### src/rtl/axi_channel_dma.sv
// AXI4-Lite register file driving a byte-granular DMA engine that moves bytes between
// memory (through the byte-IO start/done master handshake) and the channel byte streams.
module axi_channel_dma #(
    parameter int unsigned S_ADDR_W   = 8,
    parameter int unsigned DMA_ADDR_W = 32,
    parameter int unsigned COUNT_W    = 16
) (
    input  logic                  aclk,
    input  logic                  aresetn,
    input  logic                  s_axi_arvalid,
    output logic                  s_axi_arready,
    input  logic [S_ADDR_W-1:0]   s_axi_araddr,
    output logic                  s_axi_rvalid,
    input  logic                  s_axi_rready,
    output logic [31:0]           s_axi_rdata,
    output logic [1:0]            s_axi_rresp,
    input  logic                  s_axi_awvalid,
    output logic                  s_axi_awready,
    input  logic [S_ADDR_W-1:0]   s_axi_awaddr,
    input  logic                  s_axi_wvalid,
    output logic                  s_axi_wready,
    input  logic [31:0]           s_axi_wdata,
    input  logic [3:0]            s_axi_wstrb,
    output logic                  s_axi_bvalid,
    input  logic                  s_axi_bready,
    output logic [1:0]            s_axi_bresp,
    output logic                  x_start,
    output logic                  x_write,
    output logic [DMA_ADDR_W-1:0] x_addr,
    output logic [7:0]            x_data_write,
    input  logic [7:0]            x_data_read,
    input  logic                  x_done,
    input  logic                  x_busy,
    output logic [7:0]            tx_data,
    output logic                  tx_valid,
    input  logic                  tx_ready,
    input  logic [7:0]            rx_data,
    input  logic                  rx_valid,
    output logic                  rx_ready,
    output logic                  irq
);

    localparam logic [1:0] RESP_OKAY   = 2'b00;
    localparam logic [1:0] RESP_SLVERR = 2'b10;

    typedef enum logic [3:0] {
        IDLE, RD_REQ, RD_WAIT, TX, RX_WAIT, WR_REQ, WR_WAIT, ADV, FINISH
    } state_t;

    state_t                state;
    logic [DMA_ADDR_W-1:0] addr_reg, cur_addr;
    logic [COUNT_W-1:0]    count_reg, rem;
    logic                  dir, irq_en, done, error, abort_pend;
    logic                  aw_held, w_held;
    logic [7:0]            awaddr_q;
    logic [31:0]           wdata_q;

    logic                  busy_c, wr_fire_c, wr_err_c, rd_err_c;
    logic [31:0]           rd_data_c;
    logic                  unused_ok;

    assign busy_c    = (state != IDLE);
    assign wr_fire_c = aw_held && w_held && !s_axi_bvalid;
    assign irq       = (done | error) & irq_en;
    assign unused_ok = &{1'b0, s_axi_wstrb, s_axi_araddr, s_axi_awaddr, wdata_q};

    // Read decode, evaluated on the AR handshake
    always_comb begin
        rd_data_c = '0;
        rd_err_c  = 1'b0;
        case (s_axi_araddr[7:0])
            8'h00:   rd_data_c = {28'd0, irq_en, dir, 1'b0, busy_c};
            8'h04:   rd_data_c = {16'(rem), 13'd0, error, done, busy_c};
            8'h08:   rd_data_c = 32'(addr_reg);
            8'h0C:   rd_data_c = 32'(count_reg);
            default: rd_err_c  = 1'b1;
        endcase
    end

    // Write error: start while busy, ADDR/COUNT while busy, unmapped
    always_comb begin
        wr_err_c = 1'b0;
        case (awaddr_q)
            8'h00:        wr_err_c = busy_c && wdata_q[0];
            8'h04:        wr_err_c = 1'b0;
            8'h08, 8'h0C: wr_err_c = busy_c;
            default:      wr_err_c = 1'b1;
        endcase
    end

    always_ff @(posedge aclk) begin
        if (!aresetn) begin
            state         <= IDLE;
            s_axi_arready <= 1'b1;
            s_axi_rvalid  <= 1'b0;
            s_axi_rdata   <= '0;
            s_axi_rresp   <= RESP_OKAY;
            s_axi_awready <= 1'b1;
            s_axi_wready  <= 1'b1;
            s_axi_bvalid  <= 1'b0;
            s_axi_bresp   <= RESP_OKAY;
            x_start       <= 1'b0;
            x_write       <= 1'b0;
            x_addr        <= '0;
            x_data_write  <= '0;
            tx_data       <= '0;
            tx_valid      <= 1'b0;
            rx_ready      <= 1'b0;
            addr_reg      <= '0;
            cur_addr      <= '0;
            count_reg     <= '0;
            rem           <= '0;
            dir           <= 1'b0;
            irq_en        <= 1'b0;
            done          <= 1'b0;
            error         <= 1'b0;
            abort_pend    <= 1'b0;
            aw_held       <= 1'b0;
            w_held        <= 1'b0;
            awaddr_q      <= '0;
            wdata_q       <= '0;
        end else begin
            x_start <= 1'b0;

            if (s_axi_arvalid && s_axi_arready) begin
                s_axi_rvalid  <= 1'b1;
                s_axi_arready <= 1'b0;
                s_axi_rdata   <= rd_data_c;
                s_axi_rresp   <= rd_err_c ? RESP_SLVERR : RESP_OKAY;
            end else if (s_axi_rvalid && s_axi_rready) begin
                s_axi_rvalid  <= 1'b0;
                s_axi_arready <= 1'b1;
            end

            if (s_axi_awvalid && s_axi_awready) begin
                awaddr_q      <= s_axi_awaddr[7:0];
                aw_held       <= 1'b1;
                s_axi_awready <= 1'b0;
            end
            if (s_axi_wvalid && s_axi_wready) begin
                wdata_q      <= s_axi_wdata;
                w_held       <= 1'b1;
                s_axi_wready <= 1'b0;
            end
            if (s_axi_bvalid && s_axi_bready) begin
                s_axi_bvalid  <= 1'b0;
                aw_held       <= 1'b0;
                w_held        <= 1'b0;
                s_axi_awready <= 1'b1;
                s_axi_wready  <= 1'b1;
            end

            // W1C sits ahead of the engine so a same-cycle set wins
            if (wr_fire_c && awaddr_q == 8'h04) begin
                if (wdata_q[1]) done  <= 1'b0;
                if (wdata_q[2]) error <= 1'b0;
            end

            case (state)
                IDLE: abort_pend <= 1'b0;
                RD_REQ, TX, RX_WAIT, WR_REQ, ADV: begin
                    if (abort_pend) begin
                        error      <= 1'b1;
                        tx_valid   <= 1'b0;
                        rx_ready   <= 1'b0;
                        abort_pend <= 1'b0;
                        state      <= IDLE;
                    end else begin
                        case (state)
                            RD_REQ, WR_REQ: begin
                                if (!x_busy) begin
                                    x_start <= 1'b1;
                                    x_write <= (state == WR_REQ);
                                    x_addr  <= cur_addr;
                                    state   <= (state == WR_REQ) ? WR_WAIT : RD_WAIT;
                                end
                            end
                            TX: begin
                                if (tx_ready) begin
                                    tx_valid <= 1'b0;
                                    state    <= ADV;
                                end
                            end
                            RX_WAIT: begin
                                if (rx_valid) begin
                                    x_data_write <= rx_data;
                                    rx_ready     <= 1'b0;
                                    state        <= WR_REQ;
                                end
                            end
                            default: begin
                                cur_addr <= cur_addr + DMA_ADDR_W'(1);
                                rem      <= rem - COUNT_W'(1);
                                if (rem == COUNT_W'(1)) begin
                                    state <= FINISH;
                                end else if (dir) begin
                                    state <= RD_REQ;
                                end else begin
                                    rx_ready <= 1'b1;
                                    state    <= RX_WAIT;
                                end
                            end
                        endcase
                    end
                end
                RD_WAIT, WR_WAIT: begin
                    // An abort waits for the outstanding access to complete
                    if (x_done) begin
                        if (abort_pend) begin
                            error      <= 1'b1;
                            abort_pend <= 1'b0;
                            state      <= IDLE;
                        end else if (state == RD_WAIT) begin
                            tx_data  <= x_data_read;
                            tx_valid <= 1'b1;
                            state    <= TX;
                        end else begin
                            state <= ADV;
                        end
                    end
                end
                FINISH: begin
                    done       <= 1'b1;
                    abort_pend <= 1'b0;
                    state      <= IDLE;
                end
                default: state <= IDLE;
            endcase

            // Register writes; start is only accepted from IDLE
            if (wr_fire_c) begin
                s_axi_bvalid <= 1'b1;
                s_axi_bresp  <= wr_err_c ? RESP_SLVERR : RESP_OKAY;
                case (awaddr_q)
                    8'h00: begin
                        irq_en <= wdata_q[3];
                        if (!busy_c) begin
                            dir <= wdata_q[2];
                            if (wdata_q[0]) begin
                                cur_addr   <= addr_reg;
                                rem        <= count_reg;
                                done       <= 1'b0;
                                error      <= 1'b0;
                                abort_pend <= 1'b0;
                                if (count_reg == '0) begin
                                    state <= FINISH;
                                end else if (wdata_q[2]) begin
                                    state <= RD_REQ;
                                end else begin
                                    rx_ready <= 1'b1;
                                    state    <= RX_WAIT;
                                end
                            end
                        end else if (wdata_q[1]) begin
                            abort_pend <= 1'b1;
                        end
                    end
                    8'h08: if (!busy_c) addr_reg <= DMA_ADDR_W'(wdata_q);
                    8'h0C: if (!busy_c) count_reg <= COUNT_W'(wdata_q);
                    default: ;
                endcase
            end
        end
    end

endmodule

### config.mk
export PLATFORM = sky130hd
export DESIGN_NAME = axi_channel_dma
export DESIGN_NICKNAME = d
export VERILOG_FILES = /design/src/rtl/axi_channel_dma.sv
export SDC_FILE = /design/constraint.sdc
export NUM_CORES = 1
export LEC_CHECK = 0
export ABC_AREA = 1
export CELL_PAD_IN_SITES_DETAIL_PLACEMENT = 0
export CELL_PAD_IN_SITES_GLOBAL_PLACEMENT = 2
export CORE_MARGIN = 1
export CORE_UTILIZATION = 30
export CTS_CLUSTER_DIAMETER = 40
export CTS_CLUSTER_SIZE = 20
export DETAILED_ROUTE_END_ITERATION = 12
export HOLD_SLACK_MARGIN = 0.15
export PLACE_DENSITY_LB_ADDON = 0.08
export REMOVE_ABC_BUFFERS = 1
export SYNTH_ARGS = -nofsm -noshare
export SYNTH_HDL_FRONTEND = slang
export SYNTH_SLANG_ARGS = --single-unit
### constraint.sdc
create_clock -name aclk -period 1.88 [get_ports aclk]
set_input_delay 0.376 -clock aclk [delete_from_list [all_inputs] [get_ports aclk]]
set_output_delay 0.376 -clock aclk [all_outputs]
set_load 0.02 [all_outputs]
==> summary.txt, run 1 <==
Status
  – Outcome: finished clean

Timing
  – Final Hold Fails: 0
  – Count of final setup violators: 0
  – Fmax: between 500 and 600 MHz
  – Worst slew margin relative to its limit: 0.643
  – Worst slew pin tran: 0.530 ns
  – Final setup TNS: 0 ns
  – Final Critical Period: 1.84 ns
  – Fin worst setup slack: about 0.037 ns
  – RSZ-0062 raised after global routing: true
  – Tcrit/Tclk final: 0.981
  – Clk_skew: 0.0244 ns
  – Slew Viols, Final: 0

Final layout
  – Synth-to-Final Area Change: 42.4%
  – Multi-input logic area: 4910 µm²
  – Cell area after layout: 15100 µm²
  – Reg area: about 4800 µm²
  – Commonest cells after routing, fill and taps aside: nand2_1 (313), dfxtp_1 (233), nor2_1 (196), inv_1 (173), o21ai_0 (167)
  – Filler cells: between 3000 and 4000
  – Most common cell after layout, fill and taps aside: nand2_1
  – Nets: roughly 1800
  – Share of layout cells above drive strength 1: 0.130
  – Final core occ: 0.435

Drt
  – Initial DRT Pass Iterations: 6
  – ANT nets after route: 0
  – Wirelength per Cell: 16.0 µm
  – Drt initial violations: 525
  – Drc violations: 0
  – Vias per inst: 4.65
  – Post-Route WL: 35900 µm
  – Via count: 10500

Clock network
  – Htree depth: 2
  – CTS Buf Count: 43
  – Clk pin slew, worst setup/hold paths: 0.05 ns
  – CTS Sinks: about 240
  – Clk_lat worst skew: 0.54 ns
  – Clk root buf: clkbuf_16
  – CTS Hold Bufs: 0
  – CTS tree: done
  – Max Root-Sink Buffers: 3

Worst setup path
  – CP required: around 1.5 ns
  – Endpoint type of the worst setup path: output pin
  – CP bufs+invs: 1
  – Crit Path Class: register to output pin
  – Max stage delay on crit path: approximately 0.6 ns
  – Slowest CP cell: clkdlybuf4s50_1
  – Crit path launch type: register
  – Worst path arrival time: approximately 1.5 ns
  – Largest fanout on the critical path: 2
  – R2R setup slack: 0.11 ns
  – CP delay by family, top: buffers and inverters
  – Critical path, cell by cell: clkdlybuf4s50_1

Synth
  – Cell Area, Synth: 10600 µm²
  – FF+latch count, synth: 238
  – Distinct cells, synth: 40
  – Top FF cell, synth: dfxtp_1
  – Synth warnings: 0
  – Register area share after synthesis: 0.451
  – EDFF count, synth: 0
  – Synth Instances: about 1500
  – Syn Area/Cell: 6.92 µm²
  – Post-synth ARST share: 0

Global routing
  – First-pass GRT wire length: 56600 µm
  – Largest net degree at the start of global routing: 66
  – Vias in the first global route: a little over 10000
  – GRT Overall Usage: 0.202
  – Antenna violations before repair: 0
  – Grt total ovfl: 0

Floorplan
  – Total die area: ~36000 µm²
  – Die H: 190 µm
  – Core area: 34600 µm²
  – Initial core utilization: 0.305
  – I/O pin count: around 170
  – Rows: 68
  – Width of the die: 190 µm

Placed design
  – Final GP Congestion: approximately 0.9
  – Port Buffer Count: 166
  – DPL Wire Length: roughly 27000 µm
  – DP Area: 13300 µm²
  – Pre-CTS WS: -0.231 ns

Pwr
  – Pwr/cell area: 940 nW/µm²
  – Tot Pwr: 14.1 mW
  – VDD IR max: 0.533 mV
  – Pleak: 6.89 nW

Hold path
  – Worst hold-check path type: primary input to register

Flow run
  – Max-cap violations: 0
where the power goes:
part	switching [mW]	internal [mW]
registers	0.0751	5.15
clock network	2.78	5.40
logic	0.411	0.330
total	3.27	10.9
metrics by stage:
stage | hold slack, ns | std cells
floorplan | 0.443 | 1456
detailed placement | 0.455 | 2162
global placement | 0.450 | 2162
finish | 0.211 | 2248
CTS | 0.193 | 2241
global route | 0.211 | 2247
timing repair:
| action | in CTS | in global routing |
|---|---|---|
| pin swaps | 0 | 10 |
| setup endpoints to repair | 36 | 57 |
| resized for setup | 33 | 62 |
| buffers inserted | 0 | 6 |
final cells by class:
| class | instances | area share |
|---|---|---|
| timing repair buffer | 257 | 0.171 |
| sequential | 238 | 0.317 |
| antenna | 1 | 0.000166 |
| inverter | 181 | 0.0451 |
| tap | 455 | 0.0378 |
| multi-input combinational | 1037 | 0.326 |
| clock buffer | 51 | 0.0796 |
| clock inverter | 28 | 0.0230 |
cells by family after synthesis:
| logic type | Yosys count | synth area share |
|---|---|---|
| and+or+nand+nor | 695 | 0.280 |
| xor gates and xnor gates | 5 | 0.00414 |
| AOI/OAI and AO/OA | 332 | 0.167 |
| other | 1 | 0.000355 |
| buffers and inverters | 253 | 0.0942 |
| adders and majority gates | 3 | 0.00355 |
| DFF | 238 | 0.451 |
path summary, 6_finish.rpt:
path	from	depth (start not counted)	end
worst min register to register	x_data_write[0]$_SDFFE_PN0P_	2	x_data_write[0]$_SDFFE_PN0P_
worst max-delay path	s_axi_rdata[13]$_SDFFE_PN0P_	1	s_axi_rdata[13]
worst max register to register	cur_addr[0]$_SDFF_PN0_	12	cur_addr[22]$_SDFF_PN0_
worst min-delay path	aresetn	3	addr_reg[16]$_SDFFE_PN0P_
synth_stat cells, drive strengths merged (5+ instances only):
library cell | instances | share of area
a211oi | 18 | 0.013
a21oi | 112 | 0.053
a31oi | 5 | 0.0030
buf | 22 | 0.012
clkbuf | 50 | 0.018
dfxtp | 238 | 0.45
inv | 180 | 0.064
nand2 | 320 | 0.11
nand3 | 94 | 0.045
nand4 | 25 | 0.015
nor2 | 226 | 0.086
nor3 | 20 | 0.011
o211ai | 17 | 0.012
o21ai | 174 | 0.082
metal layers:
| metal | vias to the layer above | routed length [µm] | track usage |
|---|---|---|---|
| li1 | 5436 | - | - |
| met1 | 4736 | 17400 | 0.277 |
| met2 | 223 | 16100 | 0.326 |
| met3 | 57 | 1500 | 0.0295 |
| met4 | 0 | 905 | 0.0642 |
| met5 | - | 0 | 0 |
Power figures use the tool's default switching activity.
==> run 2, diff against run 1 <==
clock period = 1.9 ns   (was 1.88 ns; I/O delays follow)
==> summary.txt, run 2 (same netlist as run 1, synthesis figures left out) <==
Status
  – Outcome: finished clean

Drt
  – ANT nets after route: 0
  – Wirelength per Cell: 16.2 µm
  – Post-Route WL: 36200 µm
  – Vias per inst: 4.61
  – Drc violations: 0
  – Drt initial violations: 636
  – Via count: 10300
  – Initial DRT Pass Iterations: 5

Timing
  – Slew Viols, Final: 0
  – RSZ-0062 raised after global routing: true
  – Final Hold Fails: 0
  – Final Critical Period: 1.86 ns
  – Tcrit/Tclk final: 0.977
  – Count of final setup violators: 0
  – Fmax: 539 MHz
  – Worst slew margin relative to its limit: 0.646
  – Clk_skew: 0.0144 ns
  – Final setup TNS: 0 ns
  – Worst slew pin tran: approximately 0.53 ns

Pwr
  – Pleak: 6.68 nW
  – Pwr/cell area: around 950 nW/µm²
  – VDD IR max: 0.548 mV

Worst setup path
  – Slowest CP cell: clkdlybuf4s50_1
  – CP required: 1.52 ns
  – Endpoint type of the worst setup path: output pin
  – Critical path, cell by cell: clkdlybuf4s50_1
  – CP delay by family, top: buffers and inverters
  – Crit path launch type: register
  – Worst path arrival time: 1.48 ns
  – Crit Path Class: register to output pin
  – Largest fanout on the critical path: 2
  – R2R depth: 8
  – CP bufs+invs: 1
  – Max stage delay on crit path: 0.61 ns
  – Stages on the worst setup path: 1

Placed design
  – DPL Wire Length: 26400 µm
  – Port Buffer Count: approximately 170
  – Final GP Congestion: 0.869

Final layout
  – Commonest cells after routing, fill and taps aside: nand2_1 (316), dfxtp_1 (236), nor2_1 (199), inv_1 (173), o21ai_0 (168)
  – Ant. Diodes: 0
  – Filler cells: 3644
  – Final core occ: 0.432
  – Most common cell after layout, fill and taps aside: nand2_1
  – Reg area: 4770 µm²
  – Share of layout cells above drive strength 1: 0.119
  – Synth-to-Final Area Change: 41.6%
  – Multi-input logic area: about 4900 µm²
  – Nets: between 1500 and 2000

Clock network
  – Clk root buf: clkbuf_16
  – Clk pin slew, worst setup/hold paths: 0.05 ns
  – Max Root-Sink Buffers: 3
  – CTS tree: done
  – CTS Hold Bufs: 0
  – CTS Buf Count: 43
  – CTS Sinks: 238
  – Clk_lat worst skew: 0.54 ns
  – Htree depth: 2

Global routing
  – GRT Overall Usage: 0.204
  – Grt total ovfl: 0
  – Largest net degree at the start of global routing: 68
  – Vias in the first global route: ~10000
  – First-pass GRT wire length: roughly 57000 µm
  – Antenna violations before repair: 0

Floorplan
  – Width of the die: 190 µm
  – Die H: 190 µm
  – Rows: 68
  – Total die area: 36000 µm²
  – I/O pin count: 173
  – Core area: ~35000 µm²
  – Initial core utilization: 0.305

Flow run
  – Max-cap violations: 0

Hold path
  – Worst hold-check path type: primary input to register
  – Hold depth: 3
run 2: cell count changes in the layout (fill, tap and decap cells not counted), moves of 4 or more:
cell / delta
clkbuf_1: +4
dlymetal6s2s_1: -11
clkinv_4: -5
nand2_2: -4
clkdlybuf4s50_1: +12
run 2: path summary, 6_finish.rpt:
kind                           startpoint                           end  slack [ns]
max          x_data_write[4]$_SDFFE_PN0P_               x_data_write[4]        0.04
min                               aresetn       cur_addr[16]$_SDFF_PN0_        0.22
max reg2reg      awaddr_q[7]$_SDFFE_PN0P_        cur_addr[2]$_SDFF_PN0_        0.12
min reg2reg  x_data_write[0]$_SDFFE_PN0P_  x_data_write[0]$_SDFFE_PN0P_        0.46
run 2: layer usage:
layer	global-route usage	vias to the layer above	routed length, µm
li1	-	5405	-
met1	0.275	4631	17800
met2	0.323	232	15900
met3	0.0339	60	1460
met4	0.0810	0	1050
met5	0	-	0
run 2: cell type report:
type | instances | area share
Sequential cell | 238 | 0.319
Clock buffer | 59 | 0.0854
Timing Repair Buffer | 251 | 0.166
Clock inverter | 19 | 0.0202
Inverter | 181 | 0.0454
Multi-Input combinational cell | 1037 | 0.327
Tap cell | 455 | 0.0380
run 2: worst reg2reg max path, stage by stage (launching register included):
cell and delay [ns]:
dfxtp_1 0.31, nor2_2 0.14, nand4_1 0.19, nor2_2 0.21, buf_4 0.16, nand3_1 0.06, buf_4 0.20, o21ai_0 0.29
a31oi_1 0.09
run 2: stage by stage:
stage / hold slack [ns] / instances / cell area [µm²] / setup slack [ns] / power (mW)
after global routing: 0.203 / 2240 / 15000 / -0.0147 / 14.7
after floorplan: 0.443 / 1456 / 10300 / -0.386 / 5.54
after CTS: 0.181 / 2236 / 14800 / 0.000880 / 14.5
after global placement: 0.450 / 2158 / 13300 / -0.147 / 5.99
final: 0.217 / 2240 / 15000 / 0.0444 / 14.3
after detailed placement: 0.456 / 2158 / 13300 / -0.178 / 6.00
run 2: where the power goes:
group	internal, mW	switching (mW)
Sequential	5.10	0.0745
Clock	5.75	2.61
Combinational	0.308	0.402
run 2: what timing repair did:
action / CTS / global route
gates resized for setup: 31 / 41
setup endpoints to repair: 32 / 36
buffers inserted: 0 / 4
pin swaps: 0 / 6
